<file path="src/rtl/enc_pkg.sv">
// enc_pkg: shared types and sizing for the sequential priority encoder
package enc_pkg;
  typedef enum logic [0:0] {IDLE, PRESENT} state_t;
  localparam int N_DEF = 8;
  localparam int W_DEF = $clog2(N_DEF);
endpackage

</file>
<file path="src/rtl/enc_pick.sv">
// enc_pick: combinational picker, fixed highest-first or rotating from base (ENC_ROUND_ROBIN_EN)
module enc_pick
  import enc_pkg::*;
#(
  parameter int N = N_DEF,
  localparam int W = $clog2(N)
) (
  input  logic [N-1:0] cand,
  input  logic [W-1:0] base,
  output logic [W-1:0] idx,
  output logic         found
);
  // later assignments win, so scanning k downward leaves the nearest hit to base
  always_comb begin
    idx = '0;
    for (int k = N - 1; k >= 0; k--) begin
`ifdef ENC_ROUND_ROBIN_EN
      if (cand[base + W'(k)]) idx = base + W'(k);
`else
      if (cand[base - W'(k + 1)]) idx = base - W'(k + 1);
`endif
    end
  end
  assign found = |cand;
endmodule

</file>
<file path="src/rtl/enc8to3_seq.sv">
// enc8to3_seq: sequential priority encoder with valid/ready code issue; ENC_ROUND_ROBIN_EN selects rotating priority
module enc8to3_seq
  import enc_pkg::*;
#(
  parameter int N = N_DEF,
  localparam int W = $clog2(N)
) (
  input  logic         clk,
  input  logic         rst,
  input  logic         en,
  input  logic [N-1:0] req,
  output logic [W-1:0] code,
  output logic         code_valid,
  input  logic         code_ready,
  output logic [N-1:0] pending,
  output logic         any_pending
);
  state_t       state;
  logic         accept;
  logic [N-1:0] clr;
  logic [N-1:0] cand;
  logic [W-1:0] base;
  logic [W-1:0] pick;
  logic         found;
  assign accept     = code_valid && code_ready;
  assign clr        = accept ? (N'(1) << code) : '0;
  assign cand       = (pending & ~clr) | (en ? req : '0);
  assign code_valid = state == PRESENT;
`ifdef ENC_ROUND_ROBIN_EN
  logic [W-1:0] last_idx;
  assign base = (accept ? code : last_idx) + W'(1);
  // remembers the last accepted index so the search starts just past it
  always_ff @(posedge clk or posedge rst)
    if (rst) last_idx <= '1;
    else if (accept) last_idx <= code;
`else
  assign base = '0;
`endif
  enc_pick #(.N(N)) u_pick (
    .cand  (cand),
    .base  (base),
    .idx   (pick),
    .found (found)
  );
  // pending capture plus IDLE/PRESENT handshake; a new pick loads only when nothing is held
  always_ff @(posedge clk or posedge rst)
    if (rst) begin
      pending     <= '0;
      any_pending <= 1'b0;
      code        <= '0;
      state       <= IDLE;
    end else begin
      pending     <= cand;
      any_pending <= |cand;
      if (found && (state == IDLE || accept)) begin
        code  <= pick;
        state <= PRESENT;
      end else if (accept) begin
        state <= IDLE;
      end
    end
endmodule

</file>
<file path="config.mk">
export PLATFORM = sky130hd
export DESIGN_NAME = enc8to3_seq
export DESIGN_NICKNAME = d
export VERILOG_FILES = /design/src/rtl/enc_pkg.sv /design/src/rtl/enc_pick.sv /design/src/rtl/enc8to3_seq.sv
export SDC_FILE = /design/constraint.sdc
export NUM_CORES = 1
export LEC_CHECK = 0
export ABC_CLOCK_PERIOD_IN_PS = 5020
export BUFFER_PORTS_ARGS = -buffer_cell sky130_fd_sc_hd__buf_2
export CORE_MARGIN = 1
export CORE_UTILIZATION = 46
export CTS_CLUSTER_DIAMETER = 80
export CTS_CLUSTER_SIZE = 40
export DETAILED_ROUTE_END_ITERATION = 7
export GPL_TIMING_DRIVEN = 0
export MAX_ROUTING_LAYER = met4
export PLACE_DENSITY = 0.74
export SETUP_SLACK_MARGIN = 0.02
export SLEW_MARGIN = 20
export SYNTH_ARGS = -nofsm -noshare
export SYNTH_HDL_FRONTEND = slang
export SYNTH_SLANG_ARGS = --single-unit
</file>
<file path="constraint.sdc">
create_clock -name clk -period 5.02 [get_ports clk]
set_input_delay 0.251 -clock clk [delete_from_list [all_inputs] [get_ports clk]]
set_output_delay 0.251 -clock clk [all_outputs]
set_load 0.01 [all_outputs]
</file>
==> impl.org <==
** Hold path
- In this run the worst hold path is classified as in2reg.
- Hold worst-path end :: pending[2]
- The worst hold path passes through 3 cells.
- The startpoint identified for the worst hold timing path is req[2].

** CTS
- Counting along the longest clock path gives a buffer depth of 2.
- Clock tree from TritonCTS :: built
- Root buf cell :: sky130_fd_sc_hd__clkbuf_4
- Inserted Clock Buffers :: 3
- Number of sinks handled by clock tree synthesis :: 13
- Maximum level of the CTS H-tree :: 1
- Clock-pin slew was measured on the worst setup and hold paths at 80 ps.
- Hold-fix buffer count after cts :: 1
- Postcts setup bufs :: 0
- The clock reaches the later pin of the worst-skew pair after around 270 ps.
- Once the clock tree was built, the resizer swapped 0 gates to a different size.

** Global route
- Total congestion overflow after global routing :: 0
- Global routing used between 20% and 30% of the available tracks across all layers.
- The number of global-route vias before repair was 500.
- The number of antenna violations at the first check in global routing came to 0.
- The first global-routing pass estimated 2130 microns of wire.
- Entering global routing, the biggest net connects 14 pins.

** Setup path
- Worst flop-to-flop path endpoint :: code[1]
- Reg-to-reg setup timing slack :: around 3100 ps
- Data arrives at the worst endpoint at just over 2000 ps.
- Worst endpoint required time :: just over 5000 ps
- Launch instance of the worst register-to-register path :: code[1]
- Setup crit end kind :: flop
- For the worst flop-to-flop path, the logic depth is 6.
- Critical path class :: reg2reg
- Along the worst path, the maximum fanout reaches 8.
- The worst setup path is launched from a flop.

** Job
- Max-cap violations in this run came to 0.

** Synthesis
- Top post-synthesis cells by area :: sky130_fd_sc_hd__dfrtp_1 50%, sky130_fd_sc_hd__nand2_1 7.5%, sky130_fd_sc_hd__nor4_4 3.3%, sky130_fd_sc_hd__nand2_2 2.9%, sky130_fd_sc_hd__o21ai_0 2.3%
- Synth area leader :: sky130_fd_sc_hd__dfrtp_1
- Most used flip-flop cell after synthesis :: sky130_fd_sc_hd__dfrtp_1
- Share of synthesized flip-flops with an asynchronous set or reset :: 100%
- Each instance of the synthesized netlist takes up on average between 10 and 15 sq um.
- Post-synthesis instance area :: around 650 sq um
- Sequential area share after synthesis :: about 50%
- Post-synth EDFFs :: 0
- Most common library cells after synthesis :: 13 x sky130_fd_sc_hd__dfrtp_1, 13 x sky130_fd_sc_hd__nand2_1, 3 x sky130_fd_sc_hd__nand2_2, 3 x sky130_fd_sc_hd__o21ai_0
- After synthesis the netlist holds a flip-flop and latch count of 13.
- Portion of synthesized cell area occupied by the leading cell type :: roughly half
- Synthesized net count :: 76
- Counting distinct cell types in the post-synthesis netlist gives 30.
- Total of warnings raised by yosys :: 0
- Synthesis produced 64 cells.

** Finish
- Area added between synthesis and finish :: 26.0%
- 0 antenna diodes ended up in the layout.
- Utilization after layout :: around 63%
- For this run, the post-layout net count is 105.
- Fraction of layout instances using a drive strength above 1 :: 39.1%
- The multi-input combinational cells in the finished layout cover a total of about 320 sq um.
- Sequential cell area in the final layout :: 325 sq um
- Fill cells in the final layout number about 120.

** Placement
- Final weighted congestion in routability-driven placement :: 0.798
- The HPWL after detailed placement is 1030 microns.
- Port Buffer Count :: 23

** Floorplan
- The die covers between 0.0015 and 0.002 sq mm.
- The die is approximately 40 microns tall.
- Once the floorplan was initialized, standard cells occupied 49.7% of the core.
- Core Footprint :: roughly 0.0013 sq mm
- The initialized floorplan defines 13 standard-cell rows.
- IO Pins :: 25
- Die Width :: between 30 and 40 microns

** Power and ir drop
- For this design the static power due to leakage is between 0.3 and 0.4 nW.
- Internal power comes to ~200 uW.
- Total power density per cell area :: 372 mW/mm^2
- The worst-case IR drop observed on VDD is roughly 240 uV.
- Portion of total power attributed to sequential cells :: between 40 and 50%
- Switching Power :: roughly 110 uW
- Combinational Power Share :: about a third
- Switching share of total power :: around 36%
- Share of total power in the clock network :: 21.0%

** Drt
- Drt pass-1 iters :: 2
- After detailed routing, the number of vias per cell comes to 5.25.
- After detailed routing, the number of remaining DRC violations is 0.
- After detailed routing, the average wire length per cell comes to ~13 microns.
- Vias :: around 560
- The detail route stage leaves a number of antenna-violating nets equal to 0.
- Number of violations reported at the end of detailed-routing iteration 0 :: 4
- Total wire length :: 1360 microns

** Run status
- Result of the run :: finished clean

** STA
- Static timing analysis puts the maximum clock frequency at 527 MHz.
- For the final routed database, the setup TNS stands at 0 ps.
- Max-slew violations :: 0
- Across the routed clock network, the largest skew measured is between 0.3 and 0.4 ps.
- At the pin with the least slew margin, the transition time is slightly below 500 ps.
- Setup violations remaining at the end of the flow were counted as 0.
- Setup repair after global routing left no endpoint under its margin.
- Remaining max-slew budget at the tightest pin :: between 60% and 70%
- Crit share post-route :: around 38%
- Final critical-path required period :: around 1900 ps
- The number of endpoints with negative hold slack in the final report is 0.
- Across all hold checks on the routed design, the worst slack comes to ~240 ps.
==> critical path: stages, from the launching register on <==
cell and delay [ps]:
sky130_fd_sc_hd__dfrtp_1 490, sky130_fd_sc_hd__nand4_1 180, sky130_fd_sc_hd__o21ai_2 180, sky130_fd_sc_hd__nand2_2 110, sky130_fd_sc_hd__nor4_4 340, sky130_fd_sc_hd__a21o_4 190, sky130_fd_sc_hd__mux2_4 290
==> worst max-delay path by stage <==
stage / from / endpoint / cells after the start
after floorplan: code[1] / code[1] / 6
after global placement: code[1] / code[1] / 6
after detailed placement: code[1] / code[1] / 6
after CTS: code[1] / code[1] / 6
after global routing: code[1] / code[1] / 6
final: code[1] / code[1] / 6
==> cell families (layout without fill, tap and decap cells) <==
logic type	after synthesis	after routing	share of synthesized area, %
flip-flops	13	13	49.7
buffers and inverters	3	31	1.91
multiplexers	2	2	3.82
AO/OA/AOI/OAI	17	17	20.1
AND/OR/NAND/NOR	29	29	24.5
==> cell type report <==
| cell class | count | share of cell area (%) |
|---|---|---|
| sequential | 13 | 39.5 |
| buffer | 1 | 0.607 |
| clock buffer | 4 | 3.19 |
| inverter | 2 | 0.910 |
| tap | 15 | 2.28 |
| timing repair buffer | 24 | 15.2 |
| multi-input combinational | 48 | 38.4 |
==> power by group through the flow <==
stage	logic (mW)	clock network [mW]	registers, mW
CTS	0.101	0.0665	0.142
global placement	0.0985	0	0.143
floorplan	0.0598	0	0.149
finish	0.100	0.0642	0.142
global route	0.112	0.0697	0.145
detailed placement	0.100	0	0.144
==> per-stage QoR <==
step                      total power, mW  std cells  setup WS, ps  area (sq um)
after floorplan                     0.209         64          3270           654
after global placement              0.242        102          3160           788
after detailed placement            0.244        102          3120           788
after CTS                           0.310        107          3110           825
after global routing                0.327        107          3010           825
final                               0.306        107          3120           825
==> per-layer routing <==
layer	routed length (microns)	vias up	global-route usage, %
met5	0	-	-
met4	32	0	10.3
met3	53	4	3.41
met2	655	15	34.8
met1	621	252	25.9
li1	-	291	-
==> cell usage in the layout (no fill, tap or decap), types with 2 or more instances in the layout <==
| cell type | instances |
|---|---|
| sky130_fd_sc_hd__buf_2 | 24 |
| sky130_fd_sc_hd__nand2_1 | 13 |
| sky130_fd_sc_hd__dfrtp_1 | 13 |
| sky130_fd_sc_hd__nand2_2 | 3 |
| sky130_fd_sc_hd__o21ai_0 | 3 |
| sky130_fd_sc_hd__clkbuf_4 | 3 |
| sky130_fd_sc_hd__nand2b_1 | 2 |
| sky130_fd_sc_hd__a21o_1 | 2 |
| sky130_fd_sc_hd__a31oi_1 | 2 |
| sky130_fd_sc_hd__o21ai_1 | 2 |
| sky130_fd_sc_hd__inv_1 | 2 |
| sky130_fd_sc_hd__and3_1 | 2 |
==> sequential cells by signal, summed over array words and instances (netlist names) <==
register,count
code,3
any_pending,1
pending,8
code_valid,1
(Power assumes the default switching activity.)
